`src/rtl/pattern_rom_arbiter.sv`:
```
// pattern_rom_arbiter: shares one synchronous pattern/envelope ROM between
// NUM_REQ requesters. IDLE -> READ -> CAPTURE, one read per three cycles,
// one-hot o_valid pulse alongside the registered o_data word.
// Arbitration is round-robin by default. Defining the macro
// PATTERN_ROM_ARB_FIXED_PRIORITY_EN switches to lowest-index-wins, and the
// priority pointer then stays at zero.
module pattern_rom_arbiter #(
    parameter int NUM_REQ    = 4,
    parameter int ADDR_WIDTH = 8,
    parameter int DATA_WIDTH = 16
) (
    input  logic                          i_clk,
    input  logic                          i_rst_n,
    input  logic [NUM_REQ-1:0]            i_req,
    input  logic [NUM_REQ*ADDR_WIDTH-1:0] i_addr,
    output logic [NUM_REQ-1:0]            o_valid,
    output logic [DATA_WIDTH-1:0]         o_data,
    output logic [ADDR_WIDTH-1:0]         o_rom_addr,
    input  logic [DATA_WIDTH-1:0]         i_rom_data,
    output logic                          o_busy
);

    localparam int IDX_WIDTH = $clog2(NUM_REQ);

    typedef enum logic [1:0] {
        ST_IDLE,
        ST_READ,
        ST_CAPTURE
    } state_t;

    state_t                 r_state;
    state_t                 w_state_next;
    logic [IDX_WIDTH-1:0]   r_winner;
    logic [IDX_WIDTH-1:0]   r_ptr;
    logic [NUM_REQ-1:0]     r_valid;
    logic [DATA_WIDTH-1:0]  r_data;
    logic [ADDR_WIDTH-1:0]  r_rom_addr;

    logic [NUM_REQ-1:0]     w_eligible;
    logic [2*NUM_REQ-1:0]   w_rotated;
    logic                   w_found;
    logic [IDX_WIDTH-1:0]   w_win_idx;
    int                     w_offset;
    int                     w_sum;

    // A requester whose pulse is on o_valid this cycle sits out this round,
    // so a level request held through its pulse cannot win back-to-back.
    assign w_eligible = i_req & ~r_valid;

    // Rotate the eligible vector so that bit 0 is the requester at the pointer.
    assign w_rotated  = {w_eligible, w_eligible} >> r_ptr;

    // Winner selection: the first eligible index at or after the pointer.
    always_comb begin
        // NOTE: every variable gets a default first; a path that leaves one
        // unassigned in always_comb would infer a latch.
        w_found   = 1'b0;
        w_offset  = 0;
        w_sum     = 0;
        w_win_idx = '0;
`ifdef PATTERN_ROM_ARB_FIXED_PRIORITY_EN
        for (int i = NUM_REQ - 1; i >= 0; i--) begin
            if (w_eligible[i]) begin
                w_found  = 1'b1;
                w_offset = i;
            end
        end
        w_sum = w_offset;
`else
        for (int i = NUM_REQ - 1; i >= 0; i--) begin
            if (w_rotated[i]) begin
                w_found  = 1'b1;
                w_offset = i;
            end
        end
        w_sum = int'(r_ptr) + w_offset;
        if (w_sum >= NUM_REQ) begin
            w_sum = w_sum - NUM_REQ;
        end
`endif
        w_win_idx = IDX_WIDTH'(w_sum);
    end

    // State register; reset aborts any transaction in flight.
    always_ff @(posedge i_clk or negedge i_rst_n) begin
        // NOTE: sequential state is written with non-blocking assignments so
        // every flop samples pre-edge values regardless of statement order.
        if (!i_rst_n) begin
            r_state <= ST_IDLE;
        end else begin
            r_state <= w_state_next;
        end
    end

    // Next-state logic.
    always_comb begin
        w_state_next = r_state;
        case (r_state)
            ST_IDLE:    if (w_found) w_state_next = ST_READ;
            ST_READ:    w_state_next = ST_CAPTURE;
            ST_CAPTURE: w_state_next = ST_IDLE;
            default:    w_state_next = ST_IDLE;
        endcase
    end

    // Datapath: latch winner and address, capture ROM data, pulse o_valid,
    // advance the priority pointer.
    always_ff @(posedge i_clk or negedge i_rst_n) begin
        if (!i_rst_n) begin
            r_winner   <= '0;
            r_ptr      <= '0;
            r_valid    <= '0;
            r_data     <= '0;
            r_rom_addr <= '0;
        end else begin
            r_valid <= '0;
            case (r_state)
                ST_IDLE: begin
                    if (w_found) begin
                        r_winner   <= w_win_idx;
                        r_rom_addr <= i_addr[w_win_idx*ADDR_WIDTH +: ADDR_WIDTH];
                    end
                end
                ST_CAPTURE: begin
                    r_data  <= i_rom_data;
                    r_valid <= NUM_REQ'(1) << r_winner;
`ifdef PATTERN_ROM_ARB_FIXED_PRIORITY_EN
                    r_ptr   <= '0;
`else
                    if (r_winner == IDX_WIDTH'(NUM_REQ - 1)) begin
                        r_ptr <= '0;
                    end else begin
                        r_ptr <= r_winner + 1'b1;
                    end
`endif
                end
                default: ;
            endcase
        end
    end

    assign o_valid    = r_valid;
    assign o_data     = r_data;
    assign o_rom_addr = r_rom_addr;
    assign o_busy     = (r_state != ST_IDLE);

endmodule

```
`config.mk`:
```
export PLATFORM = sky130hd
export DESIGN_NAME = pattern_rom_arbiter
export DESIGN_NICKNAME = d
export VERILOG_FILES = /design/src/rtl/pattern_rom_arbiter.sv
export SDC_FILE = /design/constraint.sdc
export NUM_CORES = 1
export LEC_CHECK = 0
export BUFFER_PORTS_ARGS = -buffer_cell sky130_fd_sc_hd__clkbuf_2
export CAP_MARGIN = 20
export CORE_UTILIZATION = 42
export DETAILED_ROUTE_END_ITERATION = 8
export GPL_TIMING_DRIVEN = 0
export PLACE_DENSITY = 0.75
export SLEW_MARGIN = 20
export SYNTH_ARGS = -nofsm -noshare
export SYNTH_HDL_FRONTEND = slang
export SYNTH_SLANG_ARGS = --single-unit
export TNS_END_PERCENT = 10
```
`constraint.sdc`:
```
create_clock -name i_clk -period 2.7 [get_ports i_clk]
set_clock_uncertainty 0.05 [all_clocks]
set_input_delay 0.135 -clock i_clk [delete_from_list [all_inputs] [get_ports i_clk]]
set_output_delay 0.135 -clock i_clk [all_outputs]
set_load 0.01 [all_outputs]
```
==> results.md, run 1 <==
- The flow ran to the end, but the final reports show violations.
- The checks that failed: negative setup slack.
- Setup violations remaining at the end of the flow were counted as 8.
- The initial standard-cell utilization of the core is 0.448.
- Setup repair after global routing could not meet its margin everywhere.
- The critical-path cell with the highest stage delay is sky130_fd_sc_hd__or4_4.
- For this run, the total global-route usage over all layers was measured as 0.205.
- Among the stages of the critical path, the cell type that occurs most often is sky130_fd_sc_hd__o21ai_1.
- The number of port buffers is 82.
- The worst hold path begins at i_rom_data[4].
- Setup slack on the critical path of the routed design comes to -0.0496 ns.
- After synthesis, the cell types taking the most area are sky130_fd_sc_hd__dfrtp_1, sky130_fd_sc_hd__mux2_2, sky130_fd_sc_hd__o31ai_1.
- The detailed-route wire length per cell is 15.2 µm.
- The first-pass iteration count of the detailed router is 4.
- By count the netlist is led by sky130_fd_sc_hd__dfrtp_1, sky130_fd_sc_hd__mux2_2, sky130_fd_sc_hd__nand2_1.
- Buffers inserted during clock tree synthesis total 5.
- Yosys printed 0 warnings.
- The repair_antennas step left the layout with diodes totalling 0.
- The sequential power share is 0.270.
- The leakage power of the design is 1.25 nW.
- TritonCTS built the clock tree.
- The aggregate global routing overflow is 0.
- For the finished layout, the period the worst path requires is 2.75 ns.
- For this run, the share of the core covered by cells in the final layout is 0.634.
- The area used by sequential logic in the layout is 852 µm².
- The fraction of registers with async set/reset is 1.00.
- Counting buffers and inverters, the worst setup path is 11 cells deep.
- The clock tree synthesis step divided the H-tree into 2 levels.
- The internal power component is 0.00200 W.
- In this run the remaining antenna-violating nets after routing total 0.
- The area enclosed by the die boundary is 4660 µm².
- Derived from the worst setup path, the maximum achievable clock frequency is 364 MHz.
- The setup path with the least slack is of type flop to flop.
- The count of maximum capacitance violations is 0.
- The number of placed instances, taps included, is 292.
- The maximum number of pins on one net before global-route repair is 35.
- The via-per-instance ratio is 5.51.
- The average cell area after synthesis is 11.5 µm².
- Among all cell types in the netlist, the one instantiated most often is sky130_fd_sc_hd__dfrtp_1.
- Detailed placement ended at an HPWL of 3240 µm.
- The initialized floorplan defines 23 standard-cell rows.
- For this run, design rule violations remaining after detail routing come to 0.
- On the critical path the largest part of the delay comes from simple AND/OR/NAND/NOR gates.
- Counting cells, the worst reg-to-reg path comes to 11.
- The data required time at the worst endpoint is 2.82 ns.
- The summed instance area of the synthesized netlist is 1850 µm².
- The count of mapped cells out of synthesis is 160.
- The sum of buffers and inverters on the critical path is 0.
- Yosys mapped the design onto 38 distinct sky130hd cell types.
- For this run, the leading register cell type out of synthesis is sky130_fd_sc_hd__dfrtp_1.
- Summed over all nets, the switching power comes to 0.00137 W.
- For flop-to-flop paths, the worst setup slack is -0.05 ns.
- The power density relative to cell area is 1290 nW/µm².
- The multi-input combinational cells in the finished layout cover a total of 1060 µm².
- The net count after synthesis is 219.
- The number of enable-type register cells in the synthesized netlist is 0.
- Counting the fill cells in the layout gives 340.
- The die is 68.3 µm tall.
- The congestion estimate from routability-driven global placement came to 0.800.
- The worst hold path depth is 2.
- The initial antenna violation count is 0.
- The fraction of synthesized cell area taken by the top area cell type is 0.461.
- The routed layout has 1692 vias.
- The maximum fanout along the worst path is 8.
- In this run the worst hold path is classified as primary input to flop.
- Once layout is complete, the cells apart from fillers number 307.
- The share of cells above drive strength 1 is 0.630.
- The share of the cycle needed by the critical path after routing is 1.02.
- The endpoint of the worst-slack reg-to-reg timing path is o_rom_addr[7]$_DFFE_PN0P_.
- The number of clock sinks seen by CTS is 34.
- The area of placed instances is 2330 µm².
- After layout, the design draws a total of 0.00337 W.
- The first global-routing pass estimated 6930 µm of wire.
- The type of destination of the critical path is a flop.
- The via count of the first global-routing pass is 1555.
- The insertion delay of the later-clocked pin in the worst-skew pair is 0.29 ns.
- The number of nets in the final layout is 315.
- The register area share after synthesis is 0.461.
- The final count of pins violating max slew was 0.
- Synthesis inferred 34 register bits.
- The number of top-level pins is 83.
- The CTS root buffer is sky130_fd_sc_hd__clkbuf_8.
- STA classifies the critical path startpoint as a flop.
- The longest clock path from root to sink contains 2 buffers.
- The share of total power dissipated in combinational logic is 0.614.
- Adding up every negative setup slack in the final design gives -0.251 ns.
- The number of endpoints with negative hold slack in the final report is 0.
- The net switching fraction of the power is 0.407.
- The remaining max-slew budget at the tightest pin is 0.457.
- With fillers left out, the area of the finished cells amounts to 2610 µm².
- For this run, the slowest stage of the critical path takes 0.46 ns.
- The end of the worst hold path is o_data[4]$_DFFE_PN0P_.
- Across the VDD grid, the largest voltage drop is 595 µV.
- Clock-pin slew was measured on the worst setup and hold paths at 0.07 ns.
- The largest total area in the synthesized netlist belongs to sky130_fd_sc_hd__dfrtp_1.
- The data arrival at the endpoint of the critical path is 2.87 ns.
- The synthesis-to-finish area growth is 41.4%.
- The post-detailed-routing wire length is 4680 µm.
- For this block, the initial DRC count from the detailed router was 100.
- Traced cell by cell, the critical path runs through and3b_4 -> a21o_1 -> o21ai_1 -> a221o_1 -> o21ai_1 -> ha_2 -> nand2b_1 -> or4_4 -> and4_4 -> a31oi_2 -> o31ai_1.
- The origin of the critical flop-to-flop path is o_valid[0]$_DFF_PN0_.
- From left edge to right edge, the die measures 68.3 µm.
- The worst-margin pin slew is 0.814 ns.
- The share of total power dissipated in the clock network is 0.116.
- The area of the core region is 4120 µm².
flip-flops by register name, summed over array words and instances, names as in the netlist:
| signal | flops |
|---|---|
| r_winner | 2 |
| r_state | 2 |
| o_rom_addr | 8 |
| o_data | 16 |
| o_valid | 4 |
| r_ptr | 2 |
cells by family after synthesis:
group	share of synthesized area
AO/OA/AOI/OAI	0.101
adder cells (fa/ha/maj)	0.0339
buffers and inverters	0.0352
flip-flops	0.461
multiplexers	0.207
AND/OR/NAND/NOR	0.161
worst register-to-register path: stages (launching register included):
cell and delay, ns:
sky130_fd_sc_hd__dfrtp_1 0.39, sky130_fd_sc_hd__and3b_4 0.30, sky130_fd_sc_hd__a21o_1 0.11, sky130_fd_sc_hd__o21ai_1 0.07
sky130_fd_sc_hd__a221o_1 0.33, sky130_fd_sc_hd__o21ai_1 0.08, sky130_fd_sc_hd__ha_2 0.21, sky130_fd_sc_hd__nand2b_1 0.09
sky130_fd_sc_hd__or4_4 0.46, sky130_fd_sc_hd__and4_4 0.25, sky130_fd_sc_hd__a31oi_2 0.20, sky130_fd_sc_hd__o31ai_1 0.09
routing by layer:
metal  global-route usage  vias up  part of all wire
li1                     -      789                 -
met1                0.237      832              0.41
met2                0.338       58              0.52
met3               0.0567       13             0.050
met4                0.115        0             0.019
met5                    0        -                 0
power by group through the flow:
stage | clock, W | sequential (W) | combinational (W)
floorplan | 0 | 0.000992 | 0.00118
global placement | 0 | 0.000906 | 0.00173
detailed placement | 0 | 0.000919 | 0.00177
CTS | 0.000402 | 0.000906 | 0.00197
global route | 0.000422 | 0.000944 | 0.00224
finish | 0.000391 | 0.000911 | 0.00207
placed cells by master, fill, tap and decap left out, types with 2 or more instances in the layout:
master                      n
sky130_fd_sc_hd__a31oi_1    4
sky130_fd_sc_hd__a31oi_2    2
sky130_fd_sc_hd__a31oi_4    2
sky130_fd_sc_hd__and2_1     4
sky130_fd_sc_hd__buf_2      2
sky130_fd_sc_hd__buf_4      7
sky130_fd_sc_hd__clkbuf_1   4
sky130_fd_sc_hd__clkbuf_2  83
sky130_fd_sc_hd__clkbuf_8   7
sky130_fd_sc_hd__dfrtp_1   33
sky130_fd_sc_hd__ha_1       4
sky130_fd_sc_hd__inv_1      3
sky130_fd_sc_hd__mux2_2    33
sky130_fd_sc_hd__nand2_1   11
sky130_fd_sc_hd__nand3_1    2
sky130_fd_sc_hd__nor2b_1    2
sky130_fd_sc_hd__nor2b_4    2
sky130_fd_sc_hd__nor4_1     6
sky130_fd_sc_hd__nor4_2     3
sky130_fd_sc_hd__o21ai_1    2
sky130_fd_sc_hd__o31ai_1    6
sky130_fd_sc_hd__o31ai_2    3
per-stage QoR:
step / setup slack [ns] / hold WS [ns]
final: -0.0496 / 0.0187
after global routing: -0.175 / 0.0197
after CTS: -0.0177 / 0.0128
after detailed placement: -0.389 / 0.222
after global placement: -0.255 / 0.227
after floorplan: 0.00154 / -0.211
how the worst max path moves through the flow:
| stage | start | endpoint | slack (ns) |
|---|---|---|---|
| 6_report | o_valid[0]$_DFF_PN0_ | o_rom_addr[7]$_DFFE_PN0P_ | -0.05 |
| 2_1_floorplan | o_valid[0]$_DFF_PN0_ | o_rom_addr[0]$_DFFE_PN0P_ | 0.002 |
| 3_3_place_gp | r_ptr[0]$_DFFE_PN0P_ | o_rom_addr[0]$_DFFE_PN0P_ | -0.26 |
| 4_1_cts | o_valid[0]$_DFF_PN0_ | o_rom_addr[3]$_DFFE_PN0P_ | -0.02 |
| 3_5_place_dp | r_ptr[0]$_DFFE_PN0P_ | o_rom_addr[1]$_DFFE_PN0P_ | -0.39 |
| 5_1_grt | r_ptr[0]$_DFFE_PN0P_ | o_rom_addr[3]$_DFFE_PN0P_ | -0.18 |
layout make-up:
cell class                      instances  share of cell area
Buffer                                  8              0.0168
Multi-Input combinational cell        112               0.405
Clock inverter                          2             0.00480
Clock buffer                            6              0.0317
Sequential cell                        34               0.327
Tap cell                               50              0.0240
Timing Repair Buffer                   91               0.186
Inverter                                4             0.00576
timing repair:
| item | 4_1_cts | 5_1_grt |
|---|---|---|
| hold buffers | 1 | 0 |
| setup buffers | 8 | 0 |
| pin swaps | 17 | 11 |
| endpoints found under the setup margin | 9 | 9 |
| hold endpoints to repair | 34 | 0 |
| gates cloned | 0 | 0 |
| gates resized for setup | 13 | 12 |
(Power assumes the default switching activity.)
==> run 2: changes to the inputs <==
--- a/config.mk
+++ b/config.mk
@@ -7,10 +7,10 @@
 export LEC_CHECK = 0
 export BUFFER_PORTS_ARGS = -buffer_cell sky130_fd_sc_hd__clkbuf_2
 export CAP_MARGIN = 20
-export CORE_UTILIZATION = 42
+export CORE_UTILIZATION = 50
 export DETAILED_ROUTE_END_ITERATION = 8
 export GPL_TIMING_DRIVEN = 0
-export PLACE_DENSITY = 0.75
+export PLACE_DENSITY = 0.84
 export SLEW_MARGIN = 20
 export SYNTH_ARGS = -nofsm -noshare
 export SYNTH_HDL_FRONTEND = slang
==> constraint.sdc (replaced) <==
create_clock -name i_clk -period 3.18 [get_ports i_clk]
set_clock_uncertainty 0.05 [all_clocks]
set_input_delay 0.159 -clock i_clk [delete_from_list [all_inputs] [get_ports i_clk]]
set_output_delay 0.159 -clock i_clk [all_outputs]
set_load 0.01 [all_outputs]
==> run 2 against run 1 <==
Compared with the run above: the run now ends clean; design area is 5.4% lower; die area down 16%; largest cell class unchanged; critical path depth grew 1; flip-flop and latch count unchanged; core utilization is 8.3 points higher; largest power group unchanged; worst hold slack improved by 0.027 ns; worst setup slack improved by 0.27 ns; sequential power is 15% lower; final cell count is 3.6% lower; global-route usage up 2.0 points.
==> results.md, run 2 (synthesis results as in run 1) <==
- The TritonCTS clock tree is built.
- The final layout contains routed wiring with a total length of 4150 µm.
- The final count of pins violating max slew is 0.
- The net switching fraction of the power is 0.374.
- The number of buffers on the longest clock path is 2.
- Entering global routing, the biggest net connects 35 pins.
- The leakage power of the design is 1.21 nW.
- The count of nets left with antenna violations once routing finished came out at 0.
- In the final routed layout, each cell accounts on average for 14.0 µm.
- The number of remaining DRC errors is 0.
- For the worst setup path, the data required time is 3.30 ns.
- The maximum frequency from static timing analysis is 338 MHz.
- The maximum fanout along the worst path is 8.
- The number of placement rows is 21.
- Of the total power, combinational logic draws 0.536.
- The net load switching power is 0.00102 W.
- The via count of the first global-routing pass was 1569.
- TritonCTS created 5 clock buffers.
- The total number of H-tree levels is 2.
- Setup repair after global routing left no endpoint under its margin.
- The overall fraction of global-route tracks in use is 0.224.
- The floorplan step set the die width to 62.8 µm.
- The CTS root buffer is sky130_fd_sc_hd__clkbuf_8.
- The final layout contains 308 nets.
- STA classifies the critical path startpoint as a flop.
- The number of antenna diodes is 0.
- The share of cells above drive strength 1 is 0.568.
- For this run, the share of the core covered by cells in the final layout is 0.717.
- Setup violations remaining at the end of the flow were counted as 0.
- The die span in y is 62.8 µm.
- The initial antenna violation count is 0.
- At the end of routability-driven placement, the weighted congestion stood at 0.812.
- The aggregate global routing overflow is 0.
- For the worst setup path, the data arrival time is 3.08 ns.
- Summing over every cut layer, the via total after detailed routing is 1605.
- Leaving out fill and tap cells, the most frequent cells in the layout are sky130_fd_sc_hd__clkbuf_2, sky130_fd_sc_hd__mux2_2, sky130_fd_sc_hd__dfrtp_1.
- The sequential power share is 0.283.
- The first-pass iteration count of the detailed router is 4.
- The number of endpoints with negative hold slack in the final report is 0.
- The shortest period the worst path allows is 2.96 ns.
- The power density relative to cell area is 1110 nW/µm².
- Leaving out filler cells and counting taps, the final layout contains 296.
- The later pin in the worst-skew pair is clocked with a latency of 0.29 ns.
- The setup path with the least slack is of type flop to flop.
- The wire-length estimate of the detail-placed layout is 3160 µm.
- The first routing iteration left 100 violations.
- Internal power comes to 0.00171 W.
- The via-per-instance ratio is 5.42.
- The number of clock sinks seen by CTS is 34.
- The area of placed instances is 2310 µm².
- Of the available clock period, the critical path in the final layout requires 0.932.
- The flip-flop count of the largest register, all copies and words added is 16.
- At the pin with the least slew margin, the transition time is 0.815 ns.
- The floorplan step defined a die boundary enclosing 3940 µm².
- With fillers left out, the area of the finished cells amounts to 2470 µm².
- The tool flagged a number of max-cap violations equal to 0.
- From synthesis to final layout, the design area changed by 33.8%.
- The power share of the clock group is 0.181.
- The remaining max-slew budget at the tightest pin is 0.457.
- Clock-pin slew was measured on the worst setup and hold paths at 0.07 ns.
- The initial utilization of the core area, before any placement, comes to 0.536.
- The type of the worst min-delay path is primary input to flop.
- The run finished with clean final reports.
- VDD sags by at most 669 µV.
- The number of placed instances with taps included is 288.
- The global-route wire length before repair is 6860 µm.
- The commonest non-fill, non-tap cell in the layout is sky130_fd_sc_hd__clkbuf_2.
- In this run the standard cell core region covers 3440 µm².
- The number of top-level pins is 83.
- The total power of the final layout is 0.00273 W.
- The worst setup path is captured at a flop.
- Input and output buffers added on the ports amount to 82.
[run 2: cell types whose count changed in the layout (fill, tap and decap cells not counted), moves of 3 or more]
cell / change
sky130_fd_sc_hd__buf_4: -7
sky130_fd_sc_hd__a31oi_1: +4
sky130_fd_sc_hd__nor4_1: +3
sky130_fd_sc_hd__nor4_2: -3
sky130_fd_sc_hd__o31ai_1: +3
sky130_fd_sc_hd__o31ai_2: -3
[run 2: path summary, 6_finish.rpt]
kind                       slack [ns]  cells past startpoint                    from                         to
setup reg to reg                 0.22                     12    o_valid[2]$_DFF_PN0_  o_rom_addr[0]$_DFFE_PN0P_
max in group asynchronous        2.07                      2                 i_rst_n       r_ptr[0]$_DFFE_PN0P_
min in group asynchronous        0.44                      2                 i_rst_n  o_rom_addr[0]$_DFFE_PN0P_
setup / recovery                 0.22                     12    o_valid[2]$_DFF_PN0_  o_rom_addr[0]$_DFFE_PN0P_
hold / removal                   0.05                      2           i_rom_data[8]      o_data[8]$_DFFE_PN0P_
hold reg to reg                  0.39                      1  r_state[1]$_DFFE_PN0P_     r_state[1]$_DFFE_PN0P_
[run 2: timing repair]
action,4_1_cts,5_1_grt
endpoints found under the hold margin,34,0
gates cloned,0,0
buffers inserted,0,0
hold buffers,1,0
endpoints found under the setup margin,8,8
resized for setup,0,4
pin swaps,0,0
[run 2: layout make-up]
cell class | instances | area [µm²]
plain buffers | 9 | 46.3
well taps | 46 | 57.6
clock inverters | 2 | 60.1
repair buffers | 83 | 420
inverters | 4 | 15.0
flip-flops and latches | 34 | 852
multi-input cells | 112 | 935
clock buffers | 6 | 82.6
fillers | 276 | 973
[run 2: worst max-delay path, stage by stage (launching register included)]
cell and delay, ns:
sky130_fd_sc_hd__dfrtp_1 0.41, sky130_fd_sc_hd__nand3b_1 0.28, sky130_fd_sc_hd__o21ai_1 0.16, sky130_fd_sc_hd__o21ai_0 0.10, sky130_fd_sc_hd__a221o_1 0.30, sky130_fd_sc_hd__o21ai_0 0.09, sky130_fd_sc_hd__ha_2 0.26, sky130_fd_sc_hd__nand2b_1 0.10
sky130_fd_sc_hd__or4_4 0.44, sky130_fd_sc_hd__and4_4 0.21, sky130_fd_sc_hd__buf_6 0.13, sky130_fd_sc_hd__a31oi_1 0.20, sky130_fd_sc_hd__o31ai_1 0.11
[run 2: power by group through the flow]
stage	registers, W	clock network, W	logic [W]
after floorplan	0.000841	0	0.000990
after global placement	0.000769	0	0.00145
after detailed placement	0.000779	0	0.00148
after CTS	0.000771	0.000504	0.00146
after global routing	0.000799	0.000516	0.00161
final	0.000772	0.000495	0.00147
[run 2: per-stage QoR]
step | worst slack [ns] | TNS, ns | hold WS [ns]
after global placement | 0.0135 | 0 | 0.244
final | 0.217 | 0 | 0.0452
after detailed placement | -0.0241 | -0.0560 | 0.248
after CTS | 0.166 | 0 | 0.0349
after global routing | 0.0419 | 0 | 0.0385
after floorplan | 0.373 | 0 | -0.187
[run 2: per-layer routing]
metal  track usage  part of all wire
met5             0                 0
met4        0.0756             0.015
met3        0.0766             0.059
met2         0.376              0.50
met1         0.267              0.43
